**src/rtl/conv_maxpool.sv**
```systemverilog
// 2x2 stride-2 signed max pooling (with optional ReLU) over a raster stream of
// convolution results; emits pooled values tagged with their pooled row/column.
module conv_maxpool #(
  parameter int DATA_WIDTH  = 16,
  parameter int IMAGE_SIZE  = 28,
  parameter int KERNEL_SIZE = 5,
  parameter int OUT_DIM     = IMAGE_SIZE - KERNEL_SIZE + 1,
  parameter int POOL_DIM    = OUT_DIM / 2,
  parameter int RELU_EN     = 1,
  parameter int CNT_W       = 5
) (
  input  logic                         clk,
  input  logic                         reset,
  input  logic                         in_valid,
  input  logic signed [DATA_WIDTH-1:0] in_data,
  output logic                         out_valid,
  output logic signed [DATA_WIDTH-1:0] out_data,
  output logic [CNT_W-1:0]             out_row,
  output logic [CNT_W-1:0]             out_col,
  output logic                         frame_done
);

  localparam logic [CNT_W-1:0] LAST      = CNT_W'(OUT_DIM - 1);
  localparam logic [CNT_W-1:0] PAIR_LIM  = CNT_W'(2 * POOL_DIM);
  localparam logic [CNT_W-1:0] POOL_LAST = CNT_W'(POOL_DIM - 1);

  logic [CNT_W-1:0]             col, row;
  logic [CNT_W-1:0]             half_row, half_col;
  logic [CNT_W-2:0]             lb_idx;
  logic signed [DATA_WIDTH-1:0] pair_q, x, hmax, lb_rd, vmax;
  logic signed [DATA_WIDTH-1:0] linebuf [POOL_DIM];
  logic                         in_window, lb_write, emit;

  assign lb_idx   = col[CNT_W-1:1];
  assign half_row = {1'b0, row[CNT_W-1:1]};
  assign half_col = {1'b0, col[CNT_W-1:1]};

  // The trailing row/column of an odd-sized map is counted but never pooled.
  assign in_window = (row < PAIR_LIM) && (col < PAIR_LIM);
  assign lb_write  = in_valid && in_window && !row[0] && col[0];
  assign emit      = in_valid && in_window &&  row[0] && col[0];

  always_comb begin
    x = in_data;
    if (RELU_EN != 0 && in_data < 0) x = '0;
    hmax  = (x > pair_q) ? x : pair_q;
    lb_rd = linebuf[lb_idx];
    vmax  = (lb_rd > hmax) ? lb_rd : hmax;
  end

  // NOTE: sequential state uses non-blocking assignments so every register
  // samples pre-edge values regardless of statement order.
  always_ff @(posedge clk or negedge reset) begin
    if (!reset) begin
      col        <= '0;
      row        <= '0;
      pair_q     <= '0;
      out_valid  <= 1'b0;
      frame_done <= 1'b0;
      out_data   <= '0;
      out_row    <= '0;
      out_col    <= '0;
    end else begin
      out_valid  <= emit;
      frame_done <= emit && (half_row == POOL_LAST) && (half_col == POOL_LAST);
      if (in_valid) begin
        if (col == LAST) begin
          col <= '0;
          row <= (row == LAST) ? '0 : row + 1'b1;
        end else begin
          col <= col + 1'b1;
        end
        if (!col[0]) pair_q <= x;
      end
      if (emit) begin
        out_data <= vmax;
        out_row  <= half_row;
        out_col  <= half_col;
      end
    end
  end

  // NOTE: the line buffer has no reset; every entry is written on an even row
  // before the following odd row reads it, so clearing it buys nothing.
  always_ff @(posedge clk) begin
    if (lb_write) linebuf[lb_idx] <= hmax;
  end

endmodule

```
**config.mk**
```make
export PLATFORM = sky130hd
export DESIGN_NAME = conv_maxpool
export DESIGN_NICKNAME = d
export VERILOG_FILES = /design/src/rtl/conv_maxpool.sv
export SDC_FILE = /design/constraint.sdc
export NUM_CORES = 1
export LEC_CHECK = 0
export CAP_MARGIN = 20
export CORE_ASPECT_RATIO = 1.1
export CORE_MARGIN = 5
export CORE_UTILIZATION = 45
export CTS_BUF_LIST = sky130_fd_sc_hd__clkbuf_2 sky130_fd_sc_hd__clkbuf_4 sky130_fd_sc_hd__clkbuf_8
export DETAILED_ROUTE_END_ITERATION = 16
export PLACE_DENSITY_LB_ADDON = 0.25
export SLEW_MARGIN = 20
export SYNTH_ARGS = -nofsm -noshare
export SYNTH_HDL_FRONTEND = slang
export SYNTH_SLANG_ARGS = --single-unit
```
**constraint.sdc**
```tcl
create_clock -name clk -period 8.15 [get_ports clk]
set_clock_uncertainty 0.1 [all_clocks]
set_input_delay 2.0375 -clock clk [delete_from_list [all_inputs] [get_ports clk]]
set_output_delay 2.0375 -clock clk [all_outputs]
set_load 0.02 [all_outputs]
```
Word-level counts from Yosys, hierarchy flattened --
Memory sizes are Yosys's and may differ from the RTL's. Cells that the tools add are included.
Storage, ports and cells: memory bits (writable) 192, register bits 52, word-level logic and storage cells 39, memory bits (read-only) 0, bits of input ports 19, memories kept 1, latch bits 0
Memories:
- linebuf | words 12, width 16, rd ports 1, clocked after memory_dff 0, write ports 1, line 31 | logic signed [DATA_WIDTH-1:0] linebuf [POOL_DIM];
Cells by class: eq/ne operators 4, $lt $le $gt $ge 5, muxes and demuxes 7, bitwise gates (word level) 1, $add $sub $neg 2, reductions and logical operators 11, shift operators 0, div/mod/pow operators 0, multipliers 0
Operators with widths (number):
- two-way mux 16 bit | 3
- > comparator 16 bit | 2
- < comparator 16 x 1 -> 1 bit (second input constant) | 1
- adder 5 x 1 -> 5 bit (second input constant) | 2
- == test 5 bit (second input constant) | 2
- < comparator 5 bit (second input constant) | 2
- two-way mux 5 bit | 2
- == test 4 bit (second input constant) | 2
- logical AND 1 bit | 8
- AND reduction 2 bit | 2
- two-way mux 1 bit | 2
- logical NOT 1 bit | 1
- NOT 1 bit | 1

Logic depth before layout (Yosys ltp) --
Gate-level depths: netlist (run 1).
depth in word-level cells 7, depth in mapped cells 18

Worst setup path before layout (run 1) --
Ideal clock, no wire load.
kind input port to flip-flop, start point input port in_data[15], end point register out_data[4], path slack 2377 ps, data arrival time 5586 ps, cell stages on the path 16, setup time 87 ps, data required time 7963 ps, cell sequence clkbuf_1 and2b_1 ha_1 nand4_1 a2111o_1 a31oi_4 buf_12 mux2i_2 ha_1 a21o_1 a21oi_1 o21a_1 a31oi_2 or2b_2 buf_4 o211ai_1
On the way: longest elaborated chain between the ends 6
Ends and longest elaborated chain:
- from (decl) | line 15 | input logic signed [DATA_WIDTH-1:0] in_data,
- < comparator 16 x 1 -> 1 bit * | line 45 | if (RELU_EN != 0 && in_data < 0) x = '0;
- two-way mux 16 bit * | line 45
- named net x[11] | line 30 | logic signed [DATA_WIDTH-1:0] pair_q, x, hmax, lb_rd, vmax;
- > comparator 16 bit | line 46 | hmax = (x > pair_q) ? x : pair_q;
- two-way mux 16 bit * | line 46
- > comparator 16 bit | line 48 | vmax = (lb_rd > hmax) ? lb_rd : hmax;
- two-way mux 16 bit * | line 48
- to (signal assigned) | line 76 | out_data <= vmax;
- to (decl) | line 17 | output logic signed [DATA_WIDTH-1:0] out_data,
Mark *: on every way through the listed nets, which the timed path passes. The rest lies on a longest branch. A chain may end at the register's enable or synchronous reset.

Worst setup path in the final report (run 1) --
start point input port in_data[15], end point register out_data[0]
On the way: longest elaborated chain between the ends 6
Ends and longest elaborated chain (line):
- < comparator 16 x 1 -> 1 bit * | 45
- two-way mux 16 bit * | 45
- named net x[1] | 30
- > comparator 16 bit * | 46
- two-way mux 16 bit * | 46
- named net hmax[0] | 30
- > comparator 16 bit | 48
- two-way mux 16 bit * | 48
Marked as above.

==> out/qor.csv, run 1 <==
stage,metric,value,unit
floorplanning,# IOs,47,
placement,placed wire-length estimate,13310,um
synth,"FFs w/ async S/R, synth",21.74,%
sta,final hold vios,0,
worst_setup_path,CP required,8.49,ns
sta,max-slew violation total from the final report,0,
hold_path,hold_sp,out_row[1],
floorplanning,die width,152.9,um
job,max-cap viol count,0,
global_routing,met1 Resource Use GR,19.93,%
global_routing,M3 GR Usage,3.924,%
hold_path,hold path cells,2,
finish,layout cells sized above 1,24.44,%
worst_setup_path,"slowest stage delay, CP",0.73,ns
global_routing,global-route wire length before repair,33180,um
placement,pre-CTS setup slack,1.056,ns
sta,Worst slew margin,25.89,%
synth,synth warn,0,
drt,Detailed Route WL,20890,um
worst_setup_path,crit end category,flip-flop,
floorplanning,core area,22110,sq um
drt,drt initial violations,329,
synth,post-synthesis cell type count,50,
global_routing,initial antenna violation count,0,
worst_setup_path,worst reg-to-reg path cell count,14,
clocking,Hold Buf Count CTS,0,
worst_setup_path,"Slowest-stage cell, CP",clkdlybuf4s50_1,
worst_setup_path,reg2reg setup slack,3.71,ns
sta,final setup violation count,0,
global_routing,vias in the first global route,5994,
worst_setup_path,Critical R2R Launch,pair_q[1],
synth,ys flop type,edfxtp_1,
synth,number of enable flip-flop cells after synthesis,180,
clocking,CTS resizes,0,
floorplanning,Rows,57,
clocking,clk slew on worst S/H paths,0.06,ns
global_routing,grt total ovfl,0,
power,leakage power,4.256,nW
synth,Syn Inst Count,621,
hold_path,Worst Hold Class,flip-flop to flip-flop,
finish,final core occ,52.33,%
finish,"most common cell after layout, fill and taps aside",edfxtp_1,
sta,setup TNS,0,ns
synth,#FFs+latches synth,230,
power,Pwr per Cell Area,326.0,nW/um^2
placement,buffers added on ports,43,
finish,Layout Nets,736,
hold_path,worst hold endpoint,out_row[1],
drt,Residual DRC,0,
clocking,"Clk Latency, worst-skew pair",0.52,ns
sta,Final Critical Period,6.531,ns
global_routing,largest net degree at the start of global routing,56,
drt,"antenna viol nets, final",0,
worst_setup_path,Crit Path Max Fanout,15,
finish,Area growth syn-to-layout,14.43,%
sta,fmax,153.1,MHz
power,Peak supply drop,187.4,uV
worst_setup_path,worst endpoint data arrival time,6.87,ns
finish,count of filler cells inserted in the layout,1785,
synth,Synth Cell Area,10110,sq um
global_routing,grt met2 use,29.16,%
worst_setup_path,buffers and inverters on the worst path,2,
placement,DP Cell Count,942,
drt,Vias/cell,5.564,
global_routing,busiest grt layer,met2,
clocking,CTS tree,yes,
worst_setup_path,CP top delay family,compound AO/OA/AOI/OAI gates,
sta,period utilization,80.14,%
global_routing,GR Util All Layers,16.53,%
clocking,CTS Buf Count,36,
clocking,Post-CTS Setup Bufs,0,
worst_setup_path,Worst path most repeated cell,ha_1,
drt,Pre-Repair DR Iteration Count,6,
clocking,clock sink total,230,
clocking,root buf cell,clkbuf_8,
worst_setup_path,type of the worst setup path,input pin to flip-flop,
synth,sequential cell area fraction in the yosys report,65.84,%
worst_setup_path,FF-to-FF End,out_data[0],
synth,syn avg cell area,16.28,sq um
drt,average routed wire per standard cell,20.83,um
floorplanning,Initial Util,45.73,%
sta,fin worst setup slack,1.619,ns
outcome,status,"finished, final reports clean",
clocking,H-tree lvl count,2,
finish,Layout Cells excl Fill,1003,
power,Tot Pwr,0.003772,W
worst_setup_path,Setup crit start kind,input pin,
floorplanning,die height,167.2,um
placement,GP Congestion,0.7791,
finish,ANT cells,0,
sta,Worst-Margin Slew,1.108,ns
floorplanning,DIE AREA,25570,sq um
finish,most frequent cells in the layout,"180 x edfxtp_1, 49 x nand2_1, 47 x dfrtp_1",
worst_setup_path,CP cell instances,clkdlybuf4s50_1 > and2b_1 > ha_1 > nor2b_1 > o211ai_1 > a2111o_1 > a31oi_4 > mux2i_1 > inv_1 > ha_1 > nand4_1 > nor4_1 > a31oi_2 > or2b_2 > o221ai_1,
drt,via count,5581,
sta,unrepaired setup endpoints after global routing,false,
clocking,CTS max path bufs,3,
## sequential cells by signal (all words and copies together), names as in the netlist
signal / cells
out_row: 4
out_col: 4
frame_done: 1
out_valid: 1
row: 5
linebuf: 180
out_data: 15
pair_q: 15
col: 5
## logic make-up after synthesis
family                   count (synthesis)  share of synthesized area, %
flip-flops                             230                         65.84
AND/OR/NAND/NOR                        128                         6.238
multiplexers                            98                         15.89
buffers and inverters                   65                         2.970
AO/OA/AOI/OAI                           64                         4.802
adder cells (fa/ha/maj)                 32                         3.960
XOR/XNOR                                 3                        0.2599
other                                    1                       0.03709
## metrics by stage
step	cell area (sq um)	hold slack, ns
6_report	11570	0.3837
3_5_place_dp	10880	0.3720
5_1_grt	11570	0.4175
3_3_place_gp	10880	0.3668
2_1_floorplan	10120	0.3771
4_1_cts	11570	0.3880
## power by group
part	total [W]	internal [W]	switching, W
clock network	0.000927	0.000508	0.000420
registers	0.00154	0.00144	0.0000923
logic	0.00131	0.000570	0.000739
total	0.00377	0.00252	0.00125
## layout make-up
cell class	count	area [sq um]	area share (%)
Clock buffer	48	598.1	5.170
Clock inverter	13	88.84	0.7679
Inverter	34	128.9	1.114
Multi-Input combinational cell	328	3206	27.71
Sequential cell	230	6660	57.57
Tap cell	295	369.1	3.191
Timing Repair Buffer	55	518.0	4.478
## synthesized netlist by cell type, types with 2 or more instances
| cell type | number | area [sq um] |
|---|---|---|
| nand4_1 | 8 | 50.05 |
| o21ai_0 | 6 | 30.03 |
| clkbuf_1 | 9 | 33.78 |
| mux2_1 | 2 | 22.52 |
| buf_1 | 6 | 22.52 |
| edfxtp_1 | 180 | 5405 |
| nor4_1 | 3 | 18.77 |
| ha_1 | 32 | 400.4 |
| nor2b_1 | 9 | 56.30 |
| buf_4 | 5 | 37.54 |
| mux2i_1 | 21 | 210.2 |
| a21o_1 | 3 | 22.52 |
| and2b_1 | 7 | 52.55 |
| nand3_1 | 21 | 105.1 |
| a21oi_1 | 12 | 60.06 |
| o21ai_1 | 12 | 60.06 |
| o21ai_2 | 4 | 35.03 |
| inv_1 | 33 | 123.9 |
| mux2i_2 | 9 | 123.9 |
| dlygate4sd1_1 | 2 | 17.52 |
| mux2_2 | 21 | 236.5 |
| xnor2_1 | 2 | 17.52 |
| nor3_1 | 5 | 25.02 |
| dfrtp_1 | 50 | 1251 |
| nand2_1 | 49 | 183.9 |
| buf_2 | 8 | 40.04 |
| o21a_1 | 2 | 15.01 |
| mux4_2 | 45 | 1013 |
| nand2b_1 | 6 | 37.54 |
| nor2_1 | 14 | 52.55 |
| o211ai_1 | 6 | 45.04 |
| o211ai_2 | 9 | 112.6 |
| and2b_2 | 3 | 26.28 |
## layer usage
metal	vias up	wire, um	part of all wire (%)
met5	-	0	0
met3	34	1085	5.2
li1	2508	-	-
met4	0	520	2.5
met1	2893	8511	41
met2	146	10780	52
## worst max-delay path by stage
stage | start | to | slack (ns) | cells past startpoint
2_1_floorplan | in_data[15] | out_data[4] | 2.38 | 16
3_3_place_gp | in_data[15] | out_data[0] | 1.25 | 15
3_5_place_dp | in_data[15] | out_data[0] | 1.06 | 15
4_1_cts | in_data[15] | out_data[0] | 1.61 | 15
5_1_grt | in_data[15] | out_data[6] | 1.32 | 15
6_report | in_data[15] | out_data[0] | 1.62 | 15
## worst register-to-register path: stages (launching register included)
cell,delay (ns)
dfrtp_1,0.38
inv_1,0.06
ha_1,0.29
nor2b_1,0.15
o211ai_1,0.14
a2111o_1,0.43
a31oi_4,0.69
mux2i_1,0.39
inv_1,0.25
ha_1,0.35
nand4_1,0.09
nor4_1,0.26
a31oi_2,0.07
or2b_2,0.47
o221ai_1,0.24
(Power assumes the default switching activity.)
==> run 2: changes to the inputs <==
Clock period 8.15 ns to 6.05 ns, I/O delays scaled along.
==> run 2 against run 1 <==
Net effect: sequential share of layout area shrank 1.2 points; setup slack lost 1.1 ns; cell count grew 2.4%; total power grew 40%; sequential power grew 40%; non-clock buffer count grew 17; combinational power grew 31%; hold slack gained 0.0051 ns; core utilization grew 1.1 points; clock-buffer cell count shrank 1.
==> out/qor.csv, run 2 (synthesis results as in run 1) <==
stage,metric,value,unit
worst_setup_path,Setup crit start kind,input pin,
sta,period utilization,91.91,%
worst_setup_path,CP cell instances,clkdlybuf4s50_1 > and2b_1 > ha_1 > nor2b_1 > o211ai_1 > a2111o_1 > a31oi_4 > buf_12 > mux2i_1 > inv_1 > ha_1 > nand4_1 > nor4_1 > a31oi_2 > or2b_2 > o221ai_1,
worst_setup_path,type of the worst setup path,input pin to flip-flop,
floorplanning,die width,152.9,um
drt,Residual DRC,0,
sta,Final Critical Period,5.561,ns
power,Psw,0.001739,W
finish,most frequent cells in the layout,"180 x edfxtp_1, 49 x nand2_1, 47 x dfrtp_1",
sta,Worst-Margin Slew,0.9101,ns
worst_setup_path,Critical R2R Launch,col[1],
finish,biggest registers after layout,"linebuf: 180 flops, out_data: 15 flops, pair_q: 15 flops",
worst_setup_path,CP endpoint,out_data[0],
floorplanning,DIE AREA,25570,sq um
placement,DP Cell Count,959,
placement,pre-CTS setup slack,-0.004989,ns
drt,Vias/cell,5.387,
sta,fmax,179.8,MHz
power,combinational fraction of design power,32.5,%
placement,GP Congestion,0.7817,
drt,average routed wire per standard cell,19.94,um
worst_setup_path,worst reg-to-reg path cell count,11,
power,Switching Share,32.93,%
finish,Biggest register,linebuf,
power,Peak supply drop,171.8,uV
sta,final setup violation count,0,
power,Internal,0.003542,W
global_routing,vias in the first global route,5951,
drt,Pre-Repair DR Iteration Count,4,
drt,"antenna viol nets, final",0,
global_routing,GR Util All Layers,16.25,%
clocking,CTS Buf Count,37,
floorplanning,Initial Util,45.73,%
worst_setup_path,FF-to-FF End,out_data[0],
worst_setup_path,reg2reg setup slack,2.01,ns
worst_setup_path,CP top delay family,simple AND/OR/NAND/NOR gates,
sta,final hold vios,0,
global_routing,initial antenna violation count,0,
placement,placed wire-length estimate,13590,um
floorplanning,Rows,57,
hold_path,Worst Hold Class,flip-flop to flip-flop,
finish,Area growth syn-to-layout,16.79,%
finish,max reg flops,180,
floorplanning,# IOs,47,
floorplanning,core area,22110,sq um
worst_setup_path,crit end category,flip-flop,
clocking,CTS resizes,0,
worst_setup_path,"Slowest-stage cell, CP",clkdlybuf4s50_1,
finish,Layout Nets,754,
power,Pwr per Cell Area,447.3,nW/um^2
worst_setup_path,cell count along the critical path,16,
power,Clk pwr share,26.8,%
clocking,H-tree lvl count,2,
worst_setup_path,worst endpoint data arrival time,5.90,ns
clocking,root buf cell,clkbuf_8,
global_routing,largest net degree at the start of global routing,51,
worst_setup_path,crit path launch,in_data[15],
clocking,"Clk Latency, worst-skew pair",0.53,ns
clocking,clock sink total,230,
sta,fin worst setup slack,0.4893,ns
worst_setup_path,Crit Path Max Fanout,15,
sta,Worst slew margin,39.13,%
finish,"most common cell after layout, fill and taps aside",edfxtp_1,
drt,via count,5532,
floorplanning,die height,167.2,um
worst_setup_path,buffers and inverters on the worst path,3,
clocking,Hold Buf Count CTS,0,
drt,drt initial violations,274,
placement,buffers added on ports,43,
clocking,Post-CTS Setup Bufs,0,
worst_setup_path,Worst path most repeated cell,ha_1,
global_routing,global-route wire length before repair,32930,um
drt,Detailed Route WL,20480,um
sta,unrepaired setup endpoints after global routing,false,
global_routing,grt total ovfl,0,
sta,max-slew violation total from the final report,0,
finish,layout cells sized above 1,26.78,%
sta,setup TNS,0,ns
finish,Layout Cells excl Fill,1027,
outcome,status,"finished, final reports clean",
clocking,CTS max path bufs,3,
finish,ANT cells,0,
power,leakage power,4.404,nW
clocking,CTS tree,yes,
job,max-cap viol count,0,
worst_setup_path,"slowest stage delay, CP",0.73,ns
power,Tot Pwr,0.005282,W
worst_setup_path,CP required,6.39,ns
power,sequential share of power,40.7,%
clocking,clk slew on worst S/H paths,0.06,ns
==> run 2: cell count changes in the layout (fill, tap and decap cells not counted), sizes merged <==
cell / previous run / this run
clkinvlp: 2 / 0
bufinv: 1 / 3
buf: 13 / 30
clkbuf: 48 / 47
clkinv: 11 / 16
inv: 33 / 36
==> run 2: per-layer routing <==
layer,share of wire [%],vias up,track usage (%),wire (um)
met5,0,-,0,0
met1,42,2800,20.60,8656
met3,5.1,35,3.846,1048
li1,-,2547,-,-
met2,51,150,27.95,10370
met4,2.0,0,4.959,402
==> run 2: per-stage QoR <==
| stage | cell area (sq um) | utilization (%) | hold slack [ns] |
|---|---|---|---|
| after floorplan | 10120 | - | 0.3771 |
| after global placement | 11010 | 49.78 | 0.3728 |
| after detailed placement | 11010 | 49.78 | 0.3662 |
| after CTS | 11810 | 53.41 | 0.3952 |
| after global routing | 11810 | 53.41 | 0.4148 |
| final | 11810 | 53.41 | 0.3887 |
==> run 2: area by class of cell <==
cell class              count  area [sq um]
clock inverters            21         197.7
clock buffers              47         603.1
flip-flops and latches    230          6660
inverters                  34         128.9
repair buffers             72         655.6
multi-input cells         328          3193
well taps                 295         369.1
fillers                  1761         10300
==> run 2: worst min-delay path by stage <==
stage / from / to / slack [ns] / depth (start not counted)
finish: out_row[0] / out_row[0] / 0.39 / 2
global route: out_row[0] / out_row[0] / 0.41 / 2
CTS: out_row[0] / out_row[0] / 0.40 / 2
detailed placement: out_row[0] / out_row[0] / 0.37 / 2
global placement: out_row[1] / out_row[1] / 0.37 / 2
floorplan: pair_q[0] / pair_q[0] / 0.38 / 2
==> run 2: tightest hold or removal path, stage by stage, from the launching register on <==
cell	delay [ns]
dfrtp_1	0.35
nand2_1	0.05
nand2_1	0.06
==> run 2: power by group through the flow <==
stage	Clock [W]	Sequential, W	Combinational [W]
after global routing	0.00153	0.00218	0.00189
after floorplan	0	0.00210	0.00125
final	0.00141	0.00215	0.00172
after detailed placement	0	0.00219	0.00173
after global placement	0	0.00218	0.00169
after CTS	0.00146	0.00216	0.00174
==> variant (flow settings as in run 2) <==
Change the parameter `KERNEL_SIZE` from 5 to 4.
--- a/src/rtl/conv_maxpool.sv
+++ b/src/rtl/conv_maxpool.sv
@@ -3,7 +3,7 @@
 module conv_maxpool #(
   parameter int DATA_WIDTH  = 16,
   parameter int IMAGE_SIZE  = 28,
-  parameter int KERNEL_SIZE = 5,
+  parameter int KERNEL_SIZE = 4,
   parameter int OUT_DIM     = IMAGE_SIZE - KERNEL_SIZE + 1,
   parameter int POOL_DIM    = OUT_DIM / 2,
   parameter int RELU_EN     = 1,
Formal check against the unedited RTL: same outputs for any inputs over 10 cycles, from zero or initial values and one cycle with reset low; that may be too few to reach the edited logic, so the function may still have changed.
==> variant against run 2 <==
Cell count is 12% higher. Area after synthesis is 5.4% higher. Maximum frequency is 0.93% higher. Sequential cell count stayed put. Final area is 3.7% higher. Synthesized cell count is 21% higher. Worst setup slack better by 0.051 ns. Total power is 0.79% higher. Count of clock-buffer cells in the layout is 6 lower. Routed wire length is 16% higher. Critical endpoint is now out_data[3].
==> variant: results (changes against run 2) <==
- Status: completed (unchanged).
- The arithmetic-cell share of the synthesized area counting full adders, half adders and majority gates is 3.99% (was 3.96%).
- The post-detailed-route via-to-cell ratio was 5.55 (was 5.39).
- The number of instances in the placed design came to 1,082 (was 959).
- The fraction of the mapped netlist area in compound gates is 9.89% (was 4.80%).
- Dominant cells by area after synthesis: sky130_fd_sc_hd__edfxtp_1 (51%), sky130_fd_sc_hd__dfrtp_1 (12%), sky130_fd_sc_hd__mux4_2 (9.5%), sky130_fd_sc_hd__ha_1 (4.0%), sky130_fd_sc_hd__nand2_1 (3.3%) (was sky130_fd_sc_hd__edfxtp_1 (53%), sky130_fd_sc_hd__dfrtp_1 (12%), sky130_fd_sc_hd__mux4_2 (10%), sky130_fd_sc_hd__ha_1 (4.0%), sky130_fd_sc_hd__mux2_2 (2.3%)).
- The initial antenna violation count is 0 (unchanged).
- The placed standard-cell area is 0.0115 mm2 (was 0.0110 mm2).
- Largest registers: linebuf: 180 flops, out_data: 15 flops, pair_q: 15 flops (unchanged).
- The number of global-route vias before repair was 6,791 (was 5,951).
- The placed wire-length estimate after detailed placement was 15,400 um (was 13,600 um).
- The total routing usage reported by global routing is 18.1% (was 16.2%).
- The final standard cell count with taps included and fillers excluded is 1,150 (was 1,027).
- The end of the critical path is out_data[3] (was out_data[0]).
- The fraction of synthesized area in multiplexers is 11.1% (was 15.9%).
- The biggest cell delay along the critical path is 0.69 ns (was 0.73 ns).
- The critical path data arrival time is 5.84 ns (was 5.90 ns).
- The placer's final routability congestion estimate is 0.881 (was 0.782).
- The number of unique standard cell types used by synthesis is 49 (was 50).
- The worst voltage drop across the vdd grid is 0.000203 V (was 0.000172 V).
- The post-cts sizing count is 0 (unchanged).
- The average detailed-routed wire length per instance is 20.6 um (was 19.9 um).
- The global-route wire length before repair is 37,500 um (was 32,900 um).
- The share of the synthesized netlist area taken by xor and xnor gates is 0.164% (was 0.260%).
- The worst-path cell with the longest stage delay is sky130_fd_sc_hd__clkdlybuf4s50_1 (unchanged).
- The number of nets at the end of the flow came to 871 (was 754).
- Top cell types by occurrence after synthesis: sky130_fd_sc_hd__edfxtp_1 (180), sky130_fd_sc_hd__nand2_1 (93), sky130_fd_sc_hd__inv_1 (51) (was sky130_fd_sc_hd__edfxtp_1 (180), sky130_fd_sc_hd__dfrtp_1 (50), sky130_fd_sc_hd__nand2_1 (49)).
- The share of post-route cells with drive strength above 1 came to 20.2% (was 26.8%).
- The leakage power is 4.59 nW (was 4.40 nW).
- The tightest slew margin relative to the limit was 26.5% (was 39.1%).
- The total of buffers placed on input and output ports is 43 (unchanged).
- The cell count after synthesis was 749 (was 621).
- The part of the Yosys area used for sequential elements is 62.5% (was 65.8%).
- The worst-case register-to-register setup slack came to 1.93 ns (was 2.01 ns).
- The smallest hold slack is 0.379 ns (was 0.389 ns).
- The length of the first detailed-routing pass in iterations was 5 (was 4).
- The number of DRC markers in iteration 0 was 444 (was 274).
## variant: how the worst min path moves through the flow
stage,from,depth (start not counted),end
after global routing,out_row[3],2,out_row[3]
after CTS,out_col[1],2,out_col[1]
after global placement,out_col[1],2,out_col[1]
after detailed placement,out_col[1],2,out_col[1]
after floorplan,pair_q[10],2,pair_q[10]
final,out_col[1],2,out_col[1]
## variant: power breakdown
part           leakage [nW]  internal, mW  total [mW]  switching, mW
Clock                 0.374         0.690        1.29          0.596
Sequential             2.30          1.95        2.13          0.184
Combinational          1.92         0.830        1.90           1.07
## variant: final cells by class
type / instances / area [um2]
repair buffers: 76 / 697
well taps: 305 / 382
flip-flops and latches: 230 / 6660
inverters: 51 / 191
multi-input cells: 422 / 3600
clock buffers: 41 / 539
fillers: 1949 / 11200
clock inverters: 25 / 171
## variant: worst reg2reg max path, delay by kind of cell (launching register included)
kind	cells	cell delay (ns)
DFF	1	0.71
adders and majority gates	1	0.39
muxes	2	0.75
and+or+nand+nor	3	0.74
buffers and inverters	1	0.41
AOI/OAI and AO/OA	4	0.94
## variant: routing by layer
layer | wire length (um) | vias to the layer above | global-route usage (%)
li1 | - | 2951 | -
met1 | 9650 | 3183 | 23.2
met2 | 12200 | 204 | 31.8
met3 | 1360 | 45 | 2.89
met4 | 544 | 0 | 5.55
met5 | 0 | - | 0
## variant: kinds of logic (layout without fill, tap and decap cells)
family,Yosys count,in the layout
DFF,230,230
xor gates and xnor gates,2,2
other,1,3
buffers and inverters,99,193
AOI/OAI and AO/OA,133,133
and+or+nand+nor,188,188
adders and majority gates,34,34
muxes,62,62
## variant: stage by stage
stage,power (mW),setup slack (ns),util [%]
4_1_cts,5.38,0.526,52.0
3_3_place_gp,4.01,0.0379,49.0
2_1_floorplan,3.51,0.800,-
3_5_place_dp,4.08,0.00140,49.0
6_report,5.32,0.541,52.2
5_1_grt,5.66,0.211,52.2
